===== src/rtl/bc_polinomio_if.sv =====
// Handshake and datapath-control bundle between bc_polinomio and its surroundings.
// Optional contagem signal exists only when BC_CONTA_AVALIACOES_EN is defined.
interface bc_polinomio_if;
  logic       start;
  logic [0:1] m0;
  logic [0:1] m1;
  logic [0:1] m2;
  logic       lx;
  logic       ls;
  logic       lh;
  logic       h;
  logic       ocupado;
  logic       pronto;
`ifdef BC_CONTA_AVALIACOES_EN
  logic [7:0] contagem;

  modport master (
    output start,
    input  m0, m1, m2, lx, ls, lh, h, ocupado, pronto, contagem
  );
  modport slave (
    input  start,
    output m0, m1, m2, lx, ls, lh, h, ocupado, pronto, contagem
  );
`else
  modport master (
    output start,
    input  m0, m1, m2, lx, ls, lh, h, ocupado, pronto
  );
  modport slave (
    input  start,
    output m0, m1, m2, lx, ls, lh, h, ocupado, pronto
  );
`endif
endinterface


===== src/rtl/bc_polinomio.sv =====
// Control block sequencing the polynomial datapath: y = ((A*X)+B)*X+C (Horner).
// Optional evaluation counter (contagem) enabled by defining BC_CONTA_AVALIACOES_EN.
module bc_polinomio (
  input  logic          clk,
  input  logic          rst,
  bc_polinomio_if.slave bc
);

  typedef enum logic [2:0] {
    StIdle  = 3'd0,
    StLoadx = 3'd1,
    StMul1  = 3'd2,
    StAdd1  = 3'd3,
    StMul2  = 3'd4,
    StAdd2  = 3'd5,
    StDone  = 3'd6
  } state_t;

  state_t     r_state;
  logic [0:1] r_m0;
  logic [0:1] r_m1;
  logic [0:1] r_m2;
  logic       r_lx;
  logic       r_ls;
  logic       r_h;
  logic       r_ocupado;
  logic       r_pronto;

  // Outputs are registered alongside the state, so each one is set from the
  // state being entered and always matches the current state.
  always_ff @(posedge clk or negedge rst) begin
    if (!rst) begin
      r_state   <= StIdle;
      r_m0      <= 2'b00;
      r_m1      <= 2'b00;
      r_m2      <= 2'b00;
      r_lx      <= 1'b0;
      r_ls      <= 1'b0;
      r_h       <= 1'b0;
      r_ocupado <= 1'b0;
      r_pronto  <= 1'b0;
    end else begin
      r_m0      <= 2'b00;
      r_m1      <= 2'b00;
      r_m2      <= 2'b00;
      r_lx      <= 1'b0;
      r_ls      <= 1'b0;
      r_h       <= 1'b0;
      r_ocupado <= 1'b0;
      r_pronto  <= 1'b0;
      case (r_state)
        StIdle: begin
          if (bc.start) begin
            r_state   <= StLoadx;
            r_lx      <= 1'b1;
            r_ocupado <= 1'b1;
          end else begin
            r_state <= StIdle;
          end
        end
        StLoadx: begin
          r_state   <= StMul1;
          r_m0      <= 2'b00;
          r_m2      <= 2'b01;
          r_m1      <= 2'b00;
          r_h       <= 1'b1;
          r_ls      <= 1'b1;
          r_ocupado <= 1'b1;
        end
        StMul1: begin
          r_state   <= StAdd1;
          r_m2      <= 2'b10;
          r_m0      <= 2'b10;
          r_m1      <= 2'b01;
          r_ls      <= 1'b1;
          r_ocupado <= 1'b1;
        end
        StAdd1: begin
          r_state   <= StMul2;
          r_m2      <= 2'b10;
          r_m1      <= 2'b00;
          r_h       <= 1'b1;
          r_ls      <= 1'b1;
          r_ocupado <= 1'b1;
        end
        StMul2: begin
          r_state   <= StAdd2;
          r_m2      <= 2'b10;
          r_m0      <= 2'b11;
          r_m1      <= 2'b01;
          r_ls      <= 1'b1;
          r_ocupado <= 1'b1;
        end
        StAdd2: begin
          r_state   <= StDone;
          r_ocupado <= 1'b1;
          r_pronto  <= 1'b1;
        end
        StDone:  r_state <= StIdle;
        default: r_state <= StIdle;
      endcase
    end
  end

  assign bc.m0      = r_m0;
  assign bc.m1      = r_m1;
  assign bc.m2      = r_m2;
  assign bc.lx      = r_lx;
  assign bc.ls      = r_ls;
  assign bc.lh      = 1'b0;
  assign bc.h       = r_h;
  assign bc.ocupado = r_ocupado;
  assign bc.pronto  = r_pronto;

`ifdef BC_CONTA_AVALIACOES_EN
  logic [7:0] r_contagem;

  // Counts at the end of each DONE cycle; wraps naturally at 8 bits.
  always_ff @(posedge clk or negedge rst) begin
    if (!rst) begin
      r_contagem <= 8'd0;
    end else if (r_state == StDone) begin
      r_contagem <= r_contagem + 8'd1;
    end
  end

  assign bc.contagem = r_contagem;
`endif

endmodule


===== src/flat_wrapper.sv =====
// flat-port wrapper written by rule: the top's interface ports become plain ports
module bc_polinomio_flat 
  (clk, rst, bc_start, bc_m0, bc_m1, bc_m2, bc_lx, bc_ls, bc_lh, bc_h, bc_ocupado, bc_pronto);
  bc_polinomio_if bc_i ();
  input  logic clk;
  input  logic rst;
  input wire logic [$bits(bc_i.start)-1:0] bc_start;
  output wire logic [$bits(bc_i.m0)-1:0] bc_m0;
  output wire logic [$bits(bc_i.m1)-1:0] bc_m1;
  output wire logic [$bits(bc_i.m2)-1:0] bc_m2;
  output wire logic [$bits(bc_i.lx)-1:0] bc_lx;
  output wire logic [$bits(bc_i.ls)-1:0] bc_ls;
  output wire logic [$bits(bc_i.lh)-1:0] bc_lh;
  output wire logic [$bits(bc_i.h)-1:0] bc_h;
  output wire logic [$bits(bc_i.ocupado)-1:0] bc_ocupado;
  output wire logic [$bits(bc_i.pronto)-1:0] bc_pronto;
  assign bc_i.start = bc_start;
  assign bc_m0 = bc_i.m0;
  assign bc_m1 = bc_i.m1;
  assign bc_m2 = bc_i.m2;
  assign bc_lx = bc_i.lx;
  assign bc_ls = bc_i.ls;
  assign bc_lh = bc_i.lh;
  assign bc_h = bc_i.h;
  assign bc_ocupado = bc_i.ocupado;
  assign bc_pronto = bc_i.pronto;
  bc_polinomio u_core (.clk(clk), .rst(rst), .bc(bc_i));
endmodule

===== config.mk =====
export PLATFORM = sky130hd
export DESIGN_NAME = bc_polinomio_flat
export DESIGN_NICKNAME = d
export VERILOG_FILES = /design/src/rtl/bc_polinomio_if.sv /design/src/rtl/bc_polinomio.sv /design/src/flat_wrapper.sv
export SDC_FILE = /design/constraint.sdc
export NUM_CORES = 1
export LEC_CHECK = 0
export CAP_MARGIN = 20
export CORE_AREA = 2 2 39 41
export CTS_CLUSTER_SIZE = 40
export DETAILED_ROUTE_END_ITERATION = 6
export DIE_AREA = 0 0 41 43
export PLACE_DENSITY = 0.65
export REMOVE_ABC_BUFFERS = 1
export SKIP_LAST_GASP = 1
export SLEW_MARGIN = 5
export SYNTH_ARGS = -nofsm -noshare
export SYNTH_HDL_FRONTEND = slang
export SYNTH_SLANG_ARGS = --single-unit

===== constraint.sdc =====
create_clock -name clk -period 0.9 [get_ports clk]
set_input_delay 0.18 -clock clk [delete_from_list [all_inputs] [get_ports clk]]
set_output_delay 0.18 -clock clk [all_outputs]
set_load 0.05 [all_outputs]

==> Word-level counts from Yosys, hierarchy flattened <==
Index checks and enable logic that the tools add are counted.
{ "totals": {"inputBits": 3, "out_inout_bits": 12, "ff_bits": 13, "wordCells": 31} }
{ "classes": {"reduce_logical": 6, "n_eq_ne": 5, "n_mux": 11} }
{ "op_table": {"columns": ["operator", "n"], "rows": [
  ["3-bit case mux with 6 select lines", 1],
  ["2-bit case mux with 2 select lines", 2],
  ["1-bit 2-to-1 mux", 7],
  ["3-bit by 2-bit == test with 1-bit output (second input constant)", 2],
  ["3-bit == test (second input constant)", 2],
  ["5-bit OR reduction", 1],
  ["2-bit OR reduction", 2],
  ["4-bit OR reduction", 1],
  ["3-bit by 1-bit == test with 1-bit output (second input constant)", 1],
  ["3-bit logical NOT", 1],
  ["3-bit OR reduction", 1],
  ["1-bit case mux with 2 select lines", 1]
]} }

==> Longest topological paths before layout <==
Gate-level depths: netlist (run 1).
{ "depth": {"ltp_word": 3, "depth_mapped": 3, "mapped_depth_nobuf": 2} }

==> Worst setup path after synthesis (run 1) <==
OpenSTA, ideal clock, no wires.
{ "synth_path": {"path_kind": "register to output", "from": "reg u_core.bc.m0[0] (netlist name)", "to": "out bc_m1[0]", "n_path_buf": 1, "stages_incl_launch_ff": 2, "path_slack_ns": -0.166, "arrival_time_ns": 0.886, "required_ns": 0.720, "cell_sequence": "dfrtp_1 buf_4"} }
{ "synth_rtl": {"columns": ["item", "line_no", "source"], "rows": [
  ["to (decl)", "flat_wrapper.sv:9", "output wire logic [$bits(bc_i.m1)-1:0] bc_m1;"]
]} }

==> flow_summary.html, run 1 <==
<table>
<tr><th>Metric</th><th>Value</th></tr>
<tr><th colspan="2">STA</th></tr>
<tr><td>Endpoints failing setup</td><td>18</td></tr>
<tr><td>Top achievable clock speed</td><td>942 MHz</td></tr>
<tr><td>Setup tns final</td><td>-1.29 ns</td></tr>
<tr><td>Unrepaired setup endpoints after global routing</td><td>yes</td></tr>
<tr><td>Crit path time final</td><td>1.06 ns</td></tr>
<tr><td>Final hold vios</td><td>0</td></tr>
<tr><td>Clock Skew</td><td>0.00155 ns</td></tr>
<tr><td>Min setup slack post-route</td><td>-0.161 ns</td></tr>
<tr><td>Pins over their slew limit</td><td>0</td></tr>
<tr><td>Final Cycle Share</td><td>1.18</td></tr>
<tr><th colspan="2">Logic synthesis</th></tr>
<tr><td>Fraction of post-synthesis cell area in the top cell type by area</td><td>0.654</td></tr>
<tr><td>Xor and xnor fraction of the mapped netlist area</td><td>0.0191</td></tr>
<tr><td>Number of synthesized register bits</td><td>12</td></tr>
<tr><td>Post-Synth Simple-Gate Area</td><td>0.134</td></tr>
<tr><td>Share of the yosys chip area belonging to registers</td><td>0.654</td></tr>
<tr><td>Ranking of synthesized cells by area</td><td>sky130_fd_sc_hd__dfrtp_1 65%, sky130_fd_sc_hd__buf_4 6.5%, sky130_fd_sc_hd__nand2b_4 6.0%</td></tr>
<tr><td>Post-synth cell types</td><td>15</td></tr>
<tr><td>Compound-gate portion of the synthesized area</td><td>0.0654</td></tr>
<tr><td>Synthesis Warnings</td><td>0</td></tr>
<tr><td>Combined area of all synthesized cells</td><td>459 µm²</td></tr>
<tr><td>Dominant cell type by area after synthesis</td><td>sky130_fd_sc_hd__dfrtp_1</td></tr>
<tr><td>Mapped Avg Cell Area</td><td>13.1 µm²</td></tr>
<tr><td>Adder-cell area share of the yosys netlist</td><td>0</td></tr>
<tr><td>Portion of netlist area occupied by mux cells</td><td>0.0218</td></tr>
<tr><td>Post-Synthesis Cells</td><td>35</td></tr>
<tr><td>Largest family of logic cells by synthesized area</td><td>simple AND/OR/NAND/NOR gates</td></tr>
<tr><th colspan="2">Worst hold path</th></tr>
<tr><td>Class of the tightest hold or removal check</td><td>primary input to async pin</td></tr>
<tr><th colspan="2">Cells and area</th></tr>
<tr><td>Antenna Diode Count</td><td>0</td></tr>
<tr><td>Most used cells in the layout excluding fill and tap cells</td><td>10 x sky130_fd_sc_hd__buf_12, 8 x sky130_fd_sc_hd__dfrtp_1, 4 x sky130_fd_sc_hd__buf_6, 4 x sky130_fd_sc_hd__dfrtp_2, 3 x sky130_fd_sc_hd__clkbuf_4</td></tr>
<tr><td>Filler-free cell count of the finished design</td><td>69</td></tr>
<tr><td>Number of fill cells in the layout</td><td>108</td></tr>
<tr><td>Most common cell after layout, fill and taps aside</td><td>sky130_fd_sc_hd__buf_12</td></tr>
<tr><td>Utilization of the core after routing</td><td>0.599</td></tr>
<tr><td>Area growth syn-to-layout</td><td>80.7%</td></tr>
<tr><td>Non-Filler Cell Area, Final</td><td>830 µm²</td></tr>
<tr><td>Area of all sequential standard cells</td><td>305 µm²</td></tr>
<tr><td>Share of layout cells above drive strength 1</td><td>0.698</td></tr>
<tr><td>Post-layout nets</td><td>57</td></tr>
<tr><td>Multi-input logic area</td><td>181 µm²</td></tr>
<tr><th colspan="2">Global routing</th></tr>
<tr><td>Via count of the first global-routing pass</td><td>318</td></tr>
<tr><td>First-pass GRT wire length</td><td>1.59 mm</td></tr>
<tr><td>Global route total overflow</td><td>0</td></tr>
<tr><td>Antenna violations before repair</td><td>0</td></tr>
<tr><td>Total routing usage reported by global routing</td><td>0.146</td></tr>
<tr><td>Maximum number of pins on one net before global-route repair</td><td>13</td></tr>
<tr><th colspan="2">Clocking</th></tr>
<tr><td>Number of buffers inserted during clock tree synthesis</td><td>3</td></tr>
<tr><td>Worst-case clock buffer depth</td><td>2</td></tr>
<tr><td>CTS tree</td><td>built</td></tr>
<tr><td>Clock transition at the registers of the reported paths</td><td>0.07 ns</td></tr>
<tr><td>Post-cts hold buffer count</td><td>0</td></tr>
<tr><td>Htree depth</td><td>1</td></tr>
<tr><td>CTS Root Buffer Type</td><td>sky130_fd_sc_hd__clkbuf_4</td></tr>
<tr><td>Worst skew pair latency</td><td>0.26 ns</td></tr>
<tr><td># clock sinks</td><td>12</td></tr>
<tr><th colspan="2">Floorplanning</th></tr>
<tr><td>Row Count</td><td>14</td></tr>
<tr><td>Io pins</td><td>15</td></tr>
<tr><td>Area of the die</td><td>1760 µm²</td></tr>
<tr><td>Effective utilization at floorplan</td><td>0.332</td></tr>
<tr><td>Die span in y</td><td>43 µm</td></tr>
<tr><td>Core box area</td><td>1380 µm²</td></tr>
<tr><td>Horizontal extent of the die</td><td>41 µm</td></tr>
<tr><th colspan="2">Job</th></tr>
<tr><td>Maximum capacitance violations</td><td>0</td></tr>
<tr><th colspan="2">Worst setup path</th></tr>
<tr><td>Delay-heaviest family, CP</td><td>flip-flops</td></tr>
<tr><td>Data arrival time at the worst-slack endpoint</td><td>0.88 ns</td></tr>
<tr><td>Source of the worst register-to-register timing path</td><td>u_core.r_state[2]</td></tr>
<tr><td>Launch point of the critical path</td><td>u_core.bc.m0[0]</td></tr>
<tr><td>Critical Path Sink Type</td><td>primary output</td></tr>
<tr><td>CP max FO</td><td>2</td></tr>
<tr><td>Slowest stage cell, crit path</td><td>sky130_fd_sc_hd__dfrtp_2</td></tr>
<tr><td>Classification of the worst setup path</td><td>flop to primary output</td></tr>
<tr><td>Critical Path Max Stage Delay</td><td>0.45 ns</td></tr>
<tr><td>Required time reported for the critical path endpoint</td><td>0.72 ns</td></tr>
<tr><td>Startpoint type of the worst setup path</td><td>flop</td></tr>
<tr><td>Cell-by-cell trace of the critical path</td><td>buf_12</td></tr>
<tr><td>Register-to-register setup slack</td><td>-0.07 ns</td></tr>
<tr><td>Crit path buf inv count</td><td>1</td></tr>
<tr><th colspan="2">Placement</th></tr>
<tr><td>Cell count after placement</td><td>62</td></tr>
<tr><td>Post-Place Cell Area</td><td>684 µm²</td></tr>
<tr><td>Count of buffers inserted at the top-level ports</td><td>12</td></tr>
<tr><td>HPWL after DPL</td><td>539 µm</td></tr>
<tr><td>Placer Congestion</td><td>0.724</td></tr>
<tr><th colspan="2">Status</th></tr>
<tr><td>Violated checks</td><td>setup timing</td></tr>
<tr><td>Run status</td><td>complete, but fails checks</td></tr>
<tr><th colspan="2">Detailed routing</th></tr>
<tr><td>Via count</td><td>307</td></tr>
<tr><td>Number of vias per cell</td><td>4.45</td></tr>
<tr><td>Drc violations</td><td>0</td></tr>
<tr><td>DR iter-0 viols</td><td>3</td></tr>
<tr><td>Wirelength per Cell</td><td>13.2 µm</td></tr>
<tr><td>Final routed wirelength across all metal layers</td><td>910 µm</td></tr>
<tr><td>Pre-antenna DRT Iters</td><td>2</td></tr>
<tr><td>Post-detailed-route count of antenna-violating nets</td><td>0</td></tr>
</table>
[repair_timing]
item,4_1_cts,5_1_grt
pin swaps,3,4
setup endpoints to repair,19,21
gates cloned,0,0
resized for setup,14,9
setup buffers,2,1
[registers in the layout, indices dropped and copies added (netlist names)]
register	count
u_core.bc.lx	1
u_core.bc.h	1
u_core.bc.ls	1
u_core.r_state	3
u_core.bc.m2	2
u_core.bc.ocupado	1
u_core.bc.pronto	1
u_core.bc.m0	2
[cells in the mapped netlist]
| library cell | instances |
|---|---|
| sky130_fd_sc_hd__a211oi_1 | 1 |
| sky130_fd_sc_hd__a21oi_1 | 1 |
| sky130_fd_sc_hd__a22oi_1 | 1 |
| sky130_fd_sc_hd__buf_4 | 4 |
| sky130_fd_sc_hd__buf_6 | 1 |
| sky130_fd_sc_hd__conb_1 | 1 |
| sky130_fd_sc_hd__dfrtp_1 | 12 |
| sky130_fd_sc_hd__inv_2 | 1 |
| sky130_fd_sc_hd__mux2i_1 | 1 |
| sky130_fd_sc_hd__nand2b_4 | 2 |
| sky130_fd_sc_hd__nor2_1 | 4 |
| sky130_fd_sc_hd__nor3_1 | 2 |
| sky130_fd_sc_hd__nor4b_1 | 1 |
| sky130_fd_sc_hd__o21ai_1 | 2 |
| sky130_fd_sc_hd__xnor2_1 | 1 |
[metal layers]
layer | GRT usage | up-vias | part of all wire
met5 | 0 | - | 0
li1 | - | 147 | -
met2 | 0.231 | 9 | 0.61
met4 | 0.120 | 0 | 0.013
met3 | 0.0314 | 2 | 0.036
met1 | 0.154 | 149 | 0.34
[layout make-up]
type                    count  area share
clock buffers               4      0.0437
well taps                  16      0.0241
repair buffers             18       0.338
inverters                   1     0.00754
multi-input cells          18       0.219
flip-flops and latches     12       0.368
[through the flow]
stage	hold slack [ns]	setup slack (ns)
6_report	0.208	-0.161
5_1_grt	0.221	-0.187
4_1_cts	0.207	-0.173
3_5_place_dp	0.490	-0.248
3_3_place_gp	0.496	-0.137
2_1_floorplan	-0.116	-0.163
[path summary, 6_finish.rpt]
kind | endpoint | cells after the start
min in group clk | u_core.bc.m0[1] | 1
setup / recovery | bc_m1[0] | 1
hold reg to reg | u_core.bc.m0[1] | 1
hold / removal | u_core.bc.h | 2
max in group asynchronous | u_core.r_state[1] | 2
setup reg to reg | u_core.bc.ocupado | 2
[logic make-up after synthesis]
group	after synthesis
compound gates	5
xor+xnor	1
buf+inv	6
flops	12
mux	1
other cells	1
simple gates	9
Power of run 1 is left out: the tool's default activity adds up to more than one toggle a clock period on the data nets, which glitch-free logic cannot reach.
==> run 2, diff against run 1 <==
- REMOVE_ABC_BUFFERS: 1 -> not set
==> flow_summary.html, run 2 (synthesis results as in run 1) <==
<table>
<tr><th>Metric</th><th>Value</th></tr>
<tr><th colspan="2">Worst hold path</th></tr>
<tr><td>Class of the tightest hold or removal check</td><td>primary input to async pin (unchanged)</td></tr>
<tr><th colspan="2">Global routing</th></tr>
<tr><td>Global route total overflow</td><td>0 (unchanged)</td></tr>
<tr><td>Antenna violations before repair</td><td>0 (unchanged)</td></tr>
<tr><td>Maximum number of pins on one net before global-route repair</td><td>13 (unchanged)</td></tr>
<tr><td>Total routing usage reported by global routing</td><td>0.105 (was 0.146)</td></tr>
<tr><td>Via count of the first global-routing pass</td><td>251 (was 318)</td></tr>
<tr><td>First-pass GRT wire length</td><td>1.12 mm (was 1.59 mm)</td></tr>
<tr><th colspan="2">Clocking</th></tr>
<tr><td>CTS tree</td><td>built (unchanged)</td></tr>
<tr><td>Worst-case clock buffer depth</td><td>2 (unchanged)</td></tr>
<tr><td>Clock transition at the registers of the reported paths</td><td>0.07 ns (about the same)</td></tr>
<tr><td>Number of buffers inserted during clock tree synthesis</td><td>3 (unchanged)</td></tr>
<tr><td>CTS Root Buffer Type</td><td>sky130_fd_sc_hd__clkbuf_4 (unchanged)</td></tr>
<tr><td>Post-cts hold buffer count</td><td>0 (unchanged)</td></tr>
<tr><td>Worst skew pair latency</td><td>0.27 ns (was 0.26 ns)</td></tr>
<tr><td># clock sinks</td><td>12 (unchanged)</td></tr>
<tr><td>Htree depth</td><td>1 (unchanged)</td></tr>
<tr><th colspan="2">STA</th></tr>
<tr><td>Endpoints failing setup</td><td>10 (was 18)</td></tr>
<tr><td>Pins over their slew limit</td><td>0 (unchanged)</td></tr>
<tr><td>Min setup slack post-route</td><td>-0.148 ns (was -0.161 ns)</td></tr>
<tr><td>Final hold vios</td><td>0 (unchanged)</td></tr>
<tr><td>Final Cycle Share</td><td>1.16 (was 1.18)</td></tr>
<tr><td>Top achievable clock speed</td><td>954 MHz (was 942 MHz)</td></tr>
<tr><td>Unrepaired setup endpoints after global routing</td><td>yes (unchanged)</td></tr>
<tr><td>Crit path time final</td><td>1.05 ns (was 1.06 ns)</td></tr>
<tr><td>Setup tns final</td><td>-1.09 ns (was -1.29 ns)</td></tr>
<tr><td>Clock Skew</td><td>0.00145 ns (was 0.00155 ns)</td></tr>
<tr><th colspan="2">Detailed routing</th></tr>
<tr><td>Final routed wirelength across all metal layers</td><td>656 µm (was 910 µm)</td></tr>
<tr><td>Post-detailed-route count of antenna-violating nets</td><td>0 (unchanged)</td></tr>
<tr><td>Uppermost layer routed</td><td>met4 (unchanged)</td></tr>
<tr><td>Number of vias per cell</td><td>4.45 (about the same)</td></tr>
<tr><td>Via count</td><td>298 (was 307)</td></tr>
<tr><td>WL met2</td><td>343 µm (was 553 µm)</td></tr>
<tr><td>Routed metal-1 wirelength</td><td>246 µm (was 311 µm)</td></tr>
<tr><td>Wirelength per Cell</td><td>9.79 µm (was 13.2 µm)</td></tr>
<tr><td>Pre-antenna DRT Iters</td><td>2 (unchanged)</td></tr>
<tr><td>Met3 wire length</td><td>34 µm (was 33 µm)</td></tr>
<tr><td>Drc violations</td><td>0 (unchanged)</td></tr>
<tr><td>DR iter-0 viols</td><td>3 (unchanged)</td></tr>
<tr><th colspan="2">Worst setup path</th></tr>
<tr><td>Startpoint type of the worst setup path</td><td>flop (unchanged)</td></tr>
<tr><td>Required time reported for the critical path endpoint</td><td>0.72 ns (about the same)</td></tr>
<tr><td>Crit path buf inv count</td><td>1 (unchanged)</td></tr>
<tr><td>Cell-by-cell trace of the critical path</td><td>buf_12 (unchanged)</td></tr>
<tr><td>Critical Path Sink Type</td><td>primary output (unchanged)</td></tr>
<tr><td>Data arrival time at the worst-slack endpoint</td><td>0.87 ns (was 0.88 ns)</td></tr>
<tr><td>CP max FO</td><td>2 (unchanged)</td></tr>
<tr><td>Critical Path Max Stage Delay</td><td>0.44 ns (was 0.45 ns)</td></tr>
<tr><td>Classification of the worst setup path</td><td>flop to primary output (unchanged)</td></tr>
<tr><td>Slowest stage cell, crit path</td><td>sky130_fd_sc_hd__dfrtp_2 (unchanged)</td></tr>
<tr><td>Delay-heaviest family, CP</td><td>flip-flops (unchanged)</td></tr>
<tr><th colspan="2">Job</th></tr>
<tr><td>Maximum capacitance violations</td><td>0 (unchanged)</td></tr>
<tr><th colspan="2">Cells and area</th></tr>
<tr><td>Filler-free cell count of the finished design</td><td>67 (was 69)</td></tr>
<tr><td>Area growth syn-to-layout</td><td>68.4% (was 80.7%)</td></tr>
<tr><td>Most flop-heavy register</td><td>u_core.r_state (unchanged)</td></tr>
<tr><td>Number of fill cells in the layout</td><td>106 (was 108)</td></tr>
<tr><td>Flip-flop count of the largest register, all copies and words added</td><td>3 (unchanged)</td></tr>
<tr><td>Antenna Diode Count</td><td>0 (unchanged)</td></tr>
<tr><td>Share of layout cells above drive strength 1</td><td>0.588 (was 0.698)</td></tr>
<tr><td>Most used cells in the layout excluding fill and tap cells</td><td>10 x sky130_fd_sc_hd__buf_12, 8 x sky130_fd_sc_hd__dfrtp_1, 4 x sky130_fd_sc_hd__nor2_1, 4 x sky130_fd_sc_hd__dfrtp_2, 3 x sky130_fd_sc_hd__clkbuf_4 (was 10 x sky130_fd_sc_hd__buf_12, 8 x sky130_fd_sc_hd__dfrtp_1, 4 x sky130_fd_sc_hd__buf_6, 4 x sky130_fd_sc_hd__dfrtp_2, 3 x sky130_fd_sc_hd__clkbuf_4)</td></tr>
<tr><td>Most common cell after layout, fill and taps aside</td><td>sky130_fd_sc_hd__buf_12 (unchanged)</td></tr>
<tr><td>Post-layout nets</td><td>55 (was 57)</td></tr>
<tr><td>Non-Filler Cell Area, Final</td><td>773 µm² (was 830 µm²)</td></tr>
<tr><td>Utilization of the core after routing</td><td>0.559 (was 0.599)</td></tr>
<tr><th colspan="2">Placement</th></tr>
<tr><td>Cell count after placement</td><td>62 (unchanged)</td></tr>
<tr><td>Count of buffers inserted at the top-level ports</td><td>12 (unchanged)</td></tr>
<tr><td>Post-Place Cell Area</td><td>691 µm² (was 684 µm²)</td></tr>
<tr><td>HPWL after DPL</td><td>459 µm (was 539 µm)</td></tr>
<tr><td>Placer Congestion</td><td>0.773 (was 0.724)</td></tr>
<tr><th colspan="2">Status</th></tr>
<tr><td>Violated checks</td><td>setup timing (unchanged)</td></tr>
<tr><td>Run status</td><td>complete, but fails checks (unchanged)</td></tr>
<tr><th colspan="2">Floorplanning</th></tr>
<tr><td>Area of the die</td><td>1760 µm² (unchanged)</td></tr>
<tr><td>Die span in y</td><td>43 µm (unchanged)</td></tr>
<tr><td>Io pins</td><td>15 (unchanged)</td></tr>
<tr><td>Core box area</td><td>1380 µm² (unchanged)</td></tr>
<tr><td>Row Count</td><td>14 (unchanged)</td></tr>
<tr><td>Horizontal extent of the die</td><td>41 µm (unchanged)</td></tr>
<tr><td>Effective utilization at floorplan</td><td>0.332 (unchanged)</td></tr>
</table>
[run 2: layout make-up]
cell class              count  area [µm²]  share of cell area
multi-input cells          18         148               0.191
clock buffers               4        36.3              0.0469
flip-flops and latches     12         305               0.395
well taps                  16        20.0              0.0259
repair buffers             16         258               0.333
inverters                   1        6.26             0.00809
[run 2: stage by stage]
stage / setup slack [ns] / hold slack, ns
floorplan: 0.0153 / -0.116
detailed placement: -0.140 / 0.496
global route: -0.185 / 0.232
CTS: -0.159 / 0.208
global placement: -0.123 / 0.495
finish: -0.148 / 0.207
[run 2: worst register-to-register path: stages (launching register included)]
cell and delay (ns):
sky130_fd_sc_hd__dfrtp_2 0.48, sky130_fd_sc_hd__buf_4 0.17, sky130_fd_sc_hd__a22oi_1 0.16
[run 2: metal layers]
metal	track usage	vias to the layer above
met1	0.113	138
met2	0.131	13
met5	0	-
met3	0.0314	4
li1	-	143
met4	0.140	0
[run 2: worst paths after layout]
check / startpoint / endpoint / slack, ns / depth (start not counted)
min: rst / u_core.r_state[1] / 0.21 / 2
max: u_core.bc.m0[0] / bc_m0[1] / -0.15 / 1
max reg2reg: u_core.r_state[2] / u_core.bc.ocupado / 0.01 / 2
min reg2reg: u_core.r_state[0] / u_core.bc.m0[0] / 0.54 / 1
min in group clk: u_core.r_state[0] / u_core.bc.m0[0] / 0.54 / 1
max in group asynchronous: rst / u_core.r_state[0] / 0.53 / 2
[run 2: timing repair]
item	CTS	global route
pin swaps	0	1
setup buffers	0	1
endpoints found under the setup margin	17	17
resized for setup	2	11
gates cloned	0	0
hold endpoints to repair	0	0
Power of run 2 is left out for the same reason.
==> run 3, diff against run 2 <==
- PLACE_DENSITY: 0.65 -> not set
- REMOVE_ABC_BUFFERS: not set -> 1
- clock period: 0.9 -> 1.1 ns (I/O delays scaled with it)
==> flow_summary.html, run 3 (synthesis results as in run 1) <==
<table>
<tr><th>Metric</th><th>Value</th></tr>
<tr><th colspan="2">Status</th></tr>
<tr><td>Run status</td><td>finished, final reports clean (was complete, but fails checks)</td></tr>
<tr><th colspan="2">STA</th></tr>
<tr><td>Endpoints failing setup</td><td>0 (was 10)</td></tr>
<tr><td>Final Cycle Share</td><td>0.988</td></tr>
<tr><td>Min setup slack post-route</td><td>0.0137 ns (was -0.148 ns)</td></tr>
<tr><td>Unrepaired setup endpoints after global routing</td><td>yes (unchanged)</td></tr>
<tr><td>Pins over their slew limit</td><td>0 (unchanged)</td></tr>
<tr><td>Final hold vios</td><td>0 (unchanged)</td></tr>
<tr><td>Clock Skew</td><td>0.00227 ns (was 0.00145 ns)</td></tr>
<tr><td>Top achievable clock speed</td><td>921 MHz</td></tr>
<tr><td>Crit path time final</td><td>1.09 ns</td></tr>
<tr><th colspan="2">Worst setup path</th></tr>
<tr><td>Critical Path Sink Type</td><td>primary output (unchanged)</td></tr>
<tr><td>Data arrival time at the worst-slack endpoint</td><td>0.87 ns (about the same)</td></tr>
<tr><td>Classification of the worst setup path</td><td>flop to primary output (unchanged)</td></tr>
<tr><td>Delay-heaviest family, CP</td><td>flip-flops (unchanged)</td></tr>
<tr><td>CP max FO</td><td>2 (unchanged)</td></tr>
<tr><td>Crit path buf inv count</td><td>1 (unchanged)</td></tr>
<tr><td>Required time reported for the critical path endpoint</td><td>0.88 ns (was 0.72 ns)</td></tr>
<tr><td>Critical Path Max Stage Delay</td><td>0.43 ns (was 0.44 ns)</td></tr>
<tr><td>Startpoint type of the worst setup path</td><td>flop (unchanged)</td></tr>
<tr><td>Slowest stage cell, crit path</td><td>sky130_fd_sc_hd__dfrtp_1 (was sky130_fd_sc_hd__dfrtp_2)</td></tr>
<tr><td>Cell-by-cell trace of the critical path</td><td>buf_12 (unchanged)</td></tr>
<tr><th colspan="2">Floorplanning</th></tr>
<tr><td>Row Count</td><td>14 (unchanged)</td></tr>
<tr><td>Area of the die</td><td>1760 µm² (unchanged)</td></tr>
<tr><td>Die span in y</td><td>43 µm (unchanged)</td></tr>
<tr><td>Io pins</td><td>15 (unchanged)</td></tr>
<tr><td>Horizontal extent of the die</td><td>41 µm (unchanged)</td></tr>
<tr><td>Core box area</td><td>1380 µm² (unchanged)</td></tr>
<tr><td>Effective utilization at floorplan</td><td>0.332 (unchanged)</td></tr>
<tr><th colspan="2">Clocking</th></tr>
<tr><td>Post-CTS setup buffer count</td><td>0 (unchanged)</td></tr>
<tr><td>Number of buffers inserted during clock tree synthesis</td><td>3 (unchanged)</td></tr>
<tr><td># clock sinks</td><td>12 (unchanged)</td></tr>
<tr><td>Worst skew pair latency</td><td>0.26 ns (was 0.27 ns)</td></tr>
<tr><td>Htree depth</td><td>1 (unchanged)</td></tr>
<tr><td>Worst-case clock buffer depth</td><td>2 (unchanged)</td></tr>
<tr><td>CTS tree</td><td>built (unchanged)</td></tr>
<tr><td>Post-cts hold buffer count</td><td>0 (unchanged)</td></tr>
<tr><td>CTS Root Buffer Type</td><td>sky130_fd_sc_hd__clkbuf_4 (unchanged)</td></tr>
<tr><td>Clock transition at the registers of the reported paths</td><td>0.07 ns (about the same)</td></tr>
<tr><th colspan="2">Detailed routing</th></tr>
<tr><td>DR iter-0 viols</td><td>3 (unchanged)</td></tr>
<tr><td>Post-detailed-route count of antenna-violating nets</td><td>0 (unchanged)</td></tr>
<tr><td>Number of vias per cell</td><td>4.29 (was 4.45)</td></tr>
<tr><td>Drc violations</td><td>0 (unchanged)</td></tr>
<tr><td>Via count</td><td>270 (was 298)</td></tr>
<tr><td>Final routed wirelength across all metal layers</td><td>652 µm (was 656 µm)</td></tr>
<tr><td>Pre-antenna DRT Iters</td><td>3 (was 2)</td></tr>
<tr><td>Wirelength per Cell</td><td>10.3 µm (was 9.79 µm)</td></tr>
<tr><th colspan="2">Worst hold path</th></tr>
<tr><td>Class of the tightest hold or removal check</td><td>primary input to async pin (unchanged)</td></tr>
<tr><th colspan="2">Cells and area</th></tr>
<tr><td>Most common cell after layout, fill and taps aside</td><td>sky130_fd_sc_hd__dfrtp_1 (was sky130_fd_sc_hd__buf_12)</td></tr>
<tr><td>Flip-flop count of the largest register, all copies and words added</td><td>3 (unchanged)</td></tr>
<tr><td>Antenna Diode Count</td><td>0 (unchanged)</td></tr>
<tr><td>Post-layout nets</td><td>52 (was 55)</td></tr>
<tr><td>Most used cells in the layout excluding fill and tap cells</td><td>12 x sky130_fd_sc_hd__dfrtp_1, 10 x sky130_fd_sc_hd__buf_12, 4 x sky130_fd_sc_hd__nor2_1 (was 10 x sky130_fd_sc_hd__buf_12, 8 x sky130_fd_sc_hd__dfrtp_1, 4 x sky130_fd_sc_hd__nor2_1, 4 x sky130_fd_sc_hd__dfrtp_2, 3 x sky130_fd_sc_hd__clkbuf_4)</td></tr>
<tr><td>Area growth syn-to-layout</td><td>50.7% (was 68.4%)</td></tr>
<tr><td>Filler-free cell count of the finished design</td><td>63 (was 67)</td></tr>
<tr><td>Share of layout cells above drive strength 1</td><td>0.362 (was 0.588)</td></tr>
<tr><td>Utilization of the core after routing</td><td>0.500 (was 0.559)</td></tr>
<tr><td>Most flop-heavy register</td><td>u_core.r_state (unchanged)</td></tr>
<tr><th colspan="2">Global routing</th></tr>
<tr><td>Via count of the first global-routing pass</td><td>241 (was 251)</td></tr>
<tr><td>Antenna violations before repair</td><td>0 (unchanged)</td></tr>
<tr><td>Maximum number of pins on one net before global-route repair</td><td>13 (unchanged)</td></tr>
<tr><td>First-pass GRT wire length</td><td>1.06 mm (was 1.12 mm)</td></tr>
<tr><td>Global route total overflow</td><td>0 (unchanged)</td></tr>
<tr><td>Total routing usage reported by global routing</td><td>0.0973 (was 0.105)</td></tr>
<tr><th colspan="2">Placement</th></tr>
<tr><td>Placer Congestion</td><td>0.747 (was 0.773)</td></tr>
<tr><td>Cell count after placement</td><td>60 (was 62)</td></tr>
<tr><td>Count of buffers inserted at the top-level ports</td><td>12 (unchanged)</td></tr>
<tr><td>Place WS</td><td>-0.0320 ns (was -0.140 ns)</td></tr>
<tr><th colspan="2">Job</th></tr>
<tr><td>Maximum capacitance violations</td><td>0 (unchanged)</td></tr>
</table>
## run 3: timing repair
| action | in CTS | in global routing |
|---|---|---|
| resized for setup | 0 | 0 |
| gates cloned | 0 | 0 |
| hold endpoints to repair | 0 | 0 |
| endpoints found under the setup margin | 2 | 2 |
## run 3: per-layer routing
metal	global-route usage	vias up	share of wire
li1	-	137	-
met1	0.113	126	0.40
met2	0.138	7	0.53
met3	0.0314	0	0.066
met4	0.0800	0	0
met5	0	-	0
## run 3: cell type report
class	count	area, µm²
Fill cell	121	692
Multi-Input combinational cell	18	118
Sequential cell	12	300
Timing Repair Buffer	13	228
Clock buffer	3	22.5
Tap cell	16	20.0
Inverter	1	3.75
## run 3: through the flow
stage | setup TNS, ns | area, µm² | hold slack, ns
6_report | 0 | 692 | 0.252
4_1_cts | -0.00204 | 692 | 0.256
3_3_place_gp | 0 | 669 | 0.540
2_1_floorplan | -0.00650 | 422 | -0.0756
3_5_place_dp | -0.0436 | 669 | 0.536
5_1_grt | -0.0301 | 692 | 0.265
## run 3: path summary, 6_finish.rpt
path / start / end / slack (ns) / cells past startpoint
setup reg to reg: u_core.r_state[2] / u_core.bc.ocupado / 0.08 / 2
min in group clk: bc_start / u_core.bc.lx / 0.57 / 2
setup / recovery: u_core.bc.m0[0] / bc_m0[1] / 0.01 / 1
hold reg to reg: u_core.r_state[0] / u_core.bc.m0[1] / 0.58 / 1
hold / removal: rst / u_core.bc.ocupado / 0.25 / 2
max in group asynchronous: rst / u_core.bc.m0[0] / 0.70 / 2
Power of run 3 is left out for the same reason.
